<file path="src/rtl/led_blink_pkg.sv">
// rtl/led_blink_pkg.sv - shared register map, mode encodings and reset helpers for the LED blink bank
package led_blink_pkg;

    localparam logic [1:0] SEL_CTRL   = 2'd0;
    localparam logic [1:0] SEL_PERIOD = 2'd1;
    localparam logic [1:0] SEL_DUTY   = 2'd2;
    localparam logic [1:0] SEL_COUNT  = 2'd3;

    localparam int CTRL_EN_BIT   = 0;
    localparam int CTRL_MODE_BIT = 1;

    typedef enum logic {
        MODE_TOGGLE = 1'b0,
        MODE_PWM    = 1'b1
    } mode_e;

    // Channel i boots at twice the half-period of channel i-1.
    function automatic logic [31:0] rst_period(input logic [31:0] def, input int idx);
        return def << idx;
    endfunction

endpackage

</file>
<file path="src/rtl/led_blink_bank_if.sv">
// rtl/led_blink_bank_if.sv - register bus for the LED blink bank
interface led_blink_bank_if #(
    parameter int AW = 5
) ();

    logic [AW-1:0] addr;
    logic [31:0]   din;
    logic [31:0]   dout;
    logic          wren;
    logic          rden;

    modport master (
        output addr,
        output din,
        output wren,
        output rden,
        input  dout
    );

    modport slave (
        input  addr,
        input  din,
        input  wren,
        input  rden,
        output dout
    );

endinterface

</file>
<file path="src/rtl/led_blink_chan.sv">
// rtl/led_blink_chan.sv - one blink/PWM channel: control, shadowed period/duty, counter and LED flop
module led_blink_chan
    import led_blink_pkg::*;
#(
    parameter int            CW         = 32,
    parameter logic [CW-1:0] RST_PERIOD = '0
) (
    input  logic          clk,
    input  logic          reset,
    input  logic          tick,
    input  logic          wr,
    input  logic [1:0]    sel,
    input  logic [CW-1:0] din,
    output logic          en,
    output logic          mode,
    output logic [CW-1:0] per_sh,
    output logic [CW-1:0] duty_sh,
    output logic [CW-1:0] cnt,
    output logic          led
);

    localparam logic [CW-1:0] RST_DUTY = RST_PERIOD >> 1;

    logic          en_q, en_d;
    mode_e         mode_q, mode_d;
    logic [CW-1:0] per_sh_q, per_sh_d;
    logic [CW-1:0] per_q, per_d;
    logic [CW-1:0] duty_sh_q, duty_sh_d;
    logic [CW-1:0] duty_q, duty_d;
    logic [CW-1:0] cnt_q, cnt_d;
    logic          led_q, led_d;

    logic ctrl_wr, per_wr, duty_wr, cnt_wr;
    logic mode_chg, running, wrap, clear;

    always_comb begin
        ctrl_wr = wr && (sel == SEL_CTRL);
        per_wr  = wr && (sel == SEL_PERIOD);
        duty_wr = wr && (sel == SEL_DUTY);
        cnt_wr  = wr && (sel == SEL_COUNT);

        en_d      = ctrl_wr ? din[CTRL_EN_BIT] : en_q;
        mode_d    = ctrl_wr ? mode_e'(din[CTRL_MODE_BIT]) : mode_q;
        mode_chg  = ctrl_wr && (mode_d != mode_q);
        per_sh_d  = per_wr  ? din : per_sh_q;
        duty_sh_d = duty_wr ? din : duty_sh_q;

        // A zero active period parks the channel exactly like en=0.
        running = en_q && (per_q != '0);
        wrap    = tick && running && !cnt_wr && (cnt_q == per_q - CW'(1));
        clear   = !en_d || mode_chg || !running;

        per_d  = per_q;
        duty_d = duty_q;
        if (!running || wrap) begin
            per_d  = per_sh_d;
            duty_d = duty_sh_d;
        end

        cnt_d = cnt_q;
        if (clear || cnt_wr || wrap) begin
            cnt_d = '0;
        end else if (tick) begin
            cnt_d = cnt_q + CW'(1);
        end

        led_d = led_q;
        if (clear) begin
            led_d = 1'b0;
        end else if (mode_q == MODE_PWM) begin
            led_d = (cnt_q < duty_q);
        end else if (wrap) begin
            led_d = !led_q;
        end
    end

    always_ff @(posedge clk or posedge reset) begin
        if (reset) begin
            en_q      <= 1'b1;
            mode_q    <= MODE_TOGGLE;
            per_sh_q  <= RST_PERIOD;
            per_q     <= RST_PERIOD;
            duty_sh_q <= RST_DUTY;
            duty_q    <= RST_DUTY;
            cnt_q     <= '0;
            led_q     <= 1'b0;
        end else begin
            en_q      <= en_d;
            mode_q    <= mode_d;
            per_sh_q  <= per_sh_d;
            per_q     <= per_d;
            duty_sh_q <= duty_sh_d;
            duty_q    <= duty_d;
            cnt_q     <= cnt_d;
            led_q     <= led_d;
        end
    end

    assign en      = en_q;
    assign mode    = (mode_q == MODE_PWM);
    assign per_sh  = per_sh_q;
    assign duty_sh = duty_sh_q;
    assign cnt     = cnt_q;
    assign led     = led_q;

endmodule

</file>
<file path="src/rtl/led_blink_bank.sv">
// rtl/led_blink_bank.sv - bank of NCH blink/PWM LED channels with shared prescaler and register bus
module led_blink_bank
    import led_blink_pkg::*;
#(
    parameter int          NCH        = 8,
    parameter int          CW         = 32,
    parameter int          PRESCALE   = 1,
    parameter logic [31:0] DEF_PERIOD = 32'h005F5E10
) (
    input  logic              clk,
    input  logic              reset,
    led_blink_bank_if.slave   bus,
    output logic [NCH-1:0]    led
);

    localparam int PW = (PRESCALE > 1) ? $clog2(PRESCALE) : 1;

    logic [PW-1:0] pre_q, pre_d;
    logic          tick;
    logic [31:0]   dout_q, dout_d;
    logic [31:0]   addr_w;
    int            ch_idx;
    logic [1:0]    sel;
    logic [NCH-1:0] wr;

    logic [NCH-1:0] en_v;
    logic [NCH-1:0] mode_v;
    logic [CW-1:0]  psh_v [NCH];
    logic [CW-1:0]  dsh_v [NCH];
    logic [CW-1:0]  cnt_v [NCH];

    // Bits of din above CW only matter for reduced-width builds.
    logic unused_din;
    assign unused_din = ^bus.din;

    always_comb begin
        tick  = (pre_q == PW'(PRESCALE - 1));
        pre_d = tick ? '0 : pre_q + PW'(1);
    end

    always_comb begin
        addr_w = 32'(bus.addr);
        ch_idx = int'(addr_w >> 2);
        sel    = bus.addr[1:0];
        for (int i = 0; i < NCH; i++) begin
            wr[i] = bus.wren && (ch_idx == i);
        end
    end

    // Read data comes from the registered channel state, so a same-cycle write is not visible yet.
    always_comb begin
        dout_d = '0;
        if (bus.rden) begin
            for (int i = 0; i < NCH; i++) begin
                if (ch_idx == i) begin
                    case (sel)
                        SEL_CTRL:   dout_d = {30'b0, mode_v[i], en_v[i]};
                        SEL_PERIOD: dout_d = 32'(psh_v[i]);
                        SEL_DUTY:   dout_d = 32'(dsh_v[i]);
                        default:    dout_d = 32'(cnt_v[i]);
                    endcase
                end
            end
        end
    end

    always_ff @(posedge clk or posedge reset) begin
        if (reset) begin
            pre_q  <= '0;
            dout_q <= '0;
        end else begin
            pre_q  <= pre_d;
            dout_q <= dout_d;
        end
    end

    assign bus.dout = dout_q;

    for (genvar g = 0; g < NCH; g++) begin : g_chan
        localparam logic [31:0] RP = rst_period(DEF_PERIOD, g);

        led_blink_chan #(
            .CW         (CW),
            .RST_PERIOD (RP[CW-1:0])
        ) u_chan (
            .clk     (clk),
            .reset   (reset),
            .tick    (tick),
            .wr      (wr[g]),
            .sel     (sel),
            .din     (bus.din[CW-1:0]),
            .en      (en_v[g]),
            .mode    (mode_v[g]),
            .per_sh  (psh_v[g]),
            .duty_sh (dsh_v[g]),
            .cnt     (cnt_v[g]),
            .led     (led[g])
        );
    end

endmodule

</file>
<file path="src/flat_wrapper.sv">
// flat-port wrapper written by rule: the top's interface ports become plain ports
module led_blink_bank_flat import led_blink_pkg::*;
#(
    parameter int          NCH        = 8,
    parameter int          CW         = 32,
    parameter int          PRESCALE   = 1,
    parameter logic [31:0] DEF_PERIOD = 32'h005F5E10
)
  (clk, reset, led, bus_addr, bus_din, bus_wren, bus_rden, bus_dout);
  led_blink_bank_if #(.AW(4)) bus_i ();
  input  logic clk;
  input  logic reset;
  output logic [NCH-1:0] led;
  input wire logic [$bits(bus_i.addr)-1:0] bus_addr;
  input wire logic [$bits(bus_i.din)-1:0] bus_din;
  input wire logic [$bits(bus_i.wren)-1:0] bus_wren;
  input wire logic [$bits(bus_i.rden)-1:0] bus_rden;
  output wire logic [$bits(bus_i.dout)-1:0] bus_dout;
  assign bus_i.addr = bus_addr;
  assign bus_i.din = bus_din;
  assign bus_i.wren = bus_wren;
  assign bus_i.rden = bus_rden;
  assign bus_dout = bus_i.dout;
  led_blink_bank #(.NCH(NCH), .CW(CW), .PRESCALE(PRESCALE), .DEF_PERIOD(DEF_PERIOD)) u_core (.clk(clk), .reset(reset), .bus(bus_i), .led(led));
endmodule
</file>
<file path="config.mk">
export PLATFORM = sky130hd
export DESIGN_NAME = led_blink_bank_flat
export DESIGN_NICKNAME = d
export VERILOG_FILES = /design/src/rtl/led_blink_pkg.sv /design/src/rtl/led_blink_bank_if.sv /design/src/rtl/led_blink_chan.sv /design/src/rtl/led_blink_bank.sv /design/src/flat_wrapper.sv
export SDC_FILE = /design/constraint.sdc
export NUM_CORES = 2
export LEC_CHECK = 0
export ABC_CLOCK_PERIOD_IN_PS = 35400
export CAP_MARGIN = 15
export CORE_AREA = 2 2 288 290
export CTS_CLUSTER_DIAMETER = 30
export DETAILED_ROUTE_END_ITERATION = 12
export DIE_AREA = 0 0 290 292
export PLACE_DENSITY = 0.68
export SLEW_MARGIN = 15
export SYNTH_ARGS = -nofsm -noshare
export SYNTH_HDL_FRONTEND = slang
export SYNTH_SLANG_ARGS = --single-unit
</file>
<file path="constraint.sdc">
create_clock -name clk -period 35.4 [get_ports clk]
set_input_delay 3.54 -clock clk [delete_from_list [all_inputs] [get_ports clk]]
set_output_delay 3.54 -clock clk [all_outputs]
set_load 0.005 [all_outputs]
</file>
==> impl_metrics.toml <==
[place]
io_buffers = 79
place_congestion = 0.930
dp_hpwl_um = 86300
dpl-instance-area_mm2 = 0.0459

[final_layout]
final_common_cell = "dfrtp_1"
drive_gt1_share_pct = 26.8
final_cell_area_mm2 = 0.0523
final_cell_mix = "dfrtp_1 (620), mux2_2 (469), nor2_1 (347)"
fillers = 6456
area_delta_synth_final_pct = 17.7
num-nets-final = 4342

[critical_path]
worst_r2r_endpoint = "u_core.g_chan[0].u_chan.per_q[21]$_DFFE_PP0P_"
crit_path_cell_trace = "clkdlybuf4s50_1 > nand3_1 > o2111ai_1 > a211oi_1 > nand4_1 > or4_1 > a211o_1 > nor4b_2 > or2_4 > buf_4 > mux2_1"
cp.arrival_ns = 7.75
reg2reg_depth = 10
endpoint_kind = "register"
required_ns = 36.02
max_stage_delay_ns = 0.60
cp_max_fo = 40
worst_setup_path_start_kind = "primary input"
critPathKind = "primary input to register"
reg2reg_from = "u_core.g_chan[0].u_chan.per_q[0]$_DFFE_PP0P_"
cpMaxStageDelayCell = "buf_4"
rrSetupSlack_ns = 30.33

[sta]
fin_worst_skew_ns = 0.0354
min_period_over_period_pct = 20.2
finalHoldViolCount = 0
period_minus_slack_ns = 7.13
final.setup.tns_ns = 0
final-setup-viol-count = 0
report.final.slew_viol_count = 0
rsz0062_at_grt = "false"
fmax_mhz = 140
worst_slew_pin_slew_ns = 1.22
relSlewSlack_pct = 18.3

[detailed_routing]
first_pass_iters = 6
drt-initial-drc-count = 2929
vias = 32898
ant_nets = 0
vias_per_cell = 6.11
drc = 0
post_drt_wl_per_cell_um = 24.0
wl_um = 129000

[global_route]
first_global_vias = 32631
grt-ovfl-total = 0
grt_pass1_wl_um = 199000
grtUsageTotal_pct = 30.6
grt_max_degree = 166
antenna_found_initial = 8

[clock_tree]
cts_sinks = 816
htreeDepth = 4
cts_setup_buffers = 0
cts_resized = 0
insertion_delay_ns = 0.77
hold_buffers = 0
clockRootBuffer = "clkbuf_16"
tritoncts = "built"
cts_buffer_depth = 3
clk_pin_slew_ns = 0.05
numCtsBuffers = 176

[synthesis]
synth_nets = 4264
yosysTopAreaCellShare_pct = 34.9
synth_area_leader_cell = "dfrtp_1"
yosys_most_used_dff = "dfrtp_1"
netlist_area_mm2 = 0.0444
yosysSeqAreaShare_pct = 46.5
ys_ff_latch = 816
avgSynthCellArea_um2 = 10.9
yosys-top-cells-area = "dfrtp_1 (35%), mux2_2 (12%), dfstp_2 (12%)"
synth.distinct_cells = 86
synth_edf_count = 0
yosysWarnings = 0
synthArstFlopShare_pct = 100
synthesis.instances = 4084

[flow_run]
cap_violations = 0

[floorplan]
floorplan.initialDensity_pct = 54.5
rows = 105
core_mm2 = 0.0816
fp.dieArea_mm2 = 0.0847
io_pins = 80
die_y_um = 292
dieWidth_um = 290

[power]
leakagePower_nw = 22.5
power_density_mw_per_mm2 = 74.3
ir_worst_vdd_v = 0.0000640

[hold_path]
hold_end = "u_core.g_chan[5].u_chan.cnt[4]$_DFF_PP0_"
whs_path_depth = 1
hold_class = "register to register"
worstHoldStart = "u_core.g_chan[5].u_chan.cnt[4]$_DFF_PP0_"

[run_status]
status = "completed"
-- critical path: cells and delay by family --
| kind | cells | cell delay, ns |
|---|---|---|
| and+or+nand+nor | 5 | 1.92 |
| buffers and inverters | 2 | 1.15 |
| AOI/OAI and AO/OA | 3 | 0.71 |
| muxes | 1 | 0.39 |
-- per-stage QoR --
step                hold WS, ns  power (mW)  std cells  utilization, %  setup WS, ns
CTS                       0.467        3.89       5386            64.0         28.36
global placement          0.454        2.13       5053            56.3         27.63
floorplan                 0.439        1.93       4084               -          9.27
detailed placement        0.455        2.15       5053            56.3         27.59
finish                    0.466        3.88       5388            64.1         28.27
global route              0.480        4.06       5387            64.1         28.03
-- state kept, by name, summed over array words and instances, names as in the netlist --
register	count
u_core.g_chan.u_chan.duty_q	128
u_core.g_chan.u_chan.duty_sh	128
u_core.g_chan.u_chan.mode	4
u_core.bus.dout	32
u_core.g_chan.u_chan.led	8
u_core.g_chan.u_chan.per_sh	128
u_core.g_chan.u_chan.cnt	256
u_core.g_chan.u_chan.en	4
u_core.g_chan.u_chan.per_q	128
-- final cells by class --
class	count	area, um2	area share [%]
diodes	1	2.50	0.00479
clock buffers	223	4820	9.22
clock inverters	110	1490	2.86
inverters	165	627	1.20
multi-input cells	2882	22200	42.5
flip-flops and latches	816	20700	39.5
well taps	1070	1340	2.56
repair buffers	121	1120	2.14
-- worst max-delay path by stage --
| stage | start | slack (ns) | endpoint | depth (start not counted) |
|---|---|---|---|---|
| 2_1_floorplan | reset | 9.27 | u_core.bus.dout[0]$_DFF_PP0_ | 1 |
| 3_3_place_gp | bus_wren | 27.63 | u_core.g_chan[0].u_chan.duty_q[26]$_DFFE_PP0P_ | 11 |
| 3_5_place_dp | bus_wren | 27.59 | u_core.g_chan[0].u_chan.per_q[21]$_DFFE_PP0P_ | 11 |
| 4_1_cts | bus_wren | 28.36 | u_core.g_chan[0].u_chan.per_q[21]$_DFFE_PP0P_ | 11 |
| 5_1_grt | bus_wren | 28.03 | u_core.g_chan[0].u_chan.per_q[25]$_DFFE_PP0P_ | 11 |
| 6_report | bus_wren | 28.27 | u_core.g_chan[0].u_chan.per_q[21]$_DFFE_PP0P_ | 11 |
-- cell usage after synthesis (all sizes together) (33+ instances only) --
master,n
xor2,201
nand4,83
a221oi,84
clkbuf,146
inv,165
a21oi,203
nor2b,33
buf,75
dfrtp,620
xnor2,209
nand2,175
a21o,45
nor3,108
mux2,564
dfstp,196
nand3,137
o21ai,58
nor4,75
nor2,356
ha,140
and3,48
-- where the power goes --
| part | leakage, nW | total, mW | switching (mW) | internal (mW) |
|---|---|---|---|---|
| clock network | 3.06 | 1.72 | 0.569 | 1.15 |
| registers | 10.0 | 1.37 | 0.189 | 1.18 |
| logic | 9.35 | 0.794 | 0.433 | 0.361 |
-- cells by family after synthesis --
group           count (synthesis)  synth area share, %
compound gates                541                 8.59
fa+ha+maj                     140                 3.94
flops                         816                 46.5
simple gates                 1196                 13.9
mux                           594                 15.2
buf+inv                       386                 3.77
xor+xnor                      411                 8.13
-- layer usage --
layer / track usage [%] / vias to the layer above / part of all wire, %
met4: 13.3 / 2 / 4.2
met2: 46.9 / 1146 / 45
met1: 42.0 / 16642 / 43
met3: 6.89 / 261 / 7.6
met5: 0 / - / 0.0085
li1: - / 14847 / -
No activity file was read; power rests on OpenSTA's default activity.
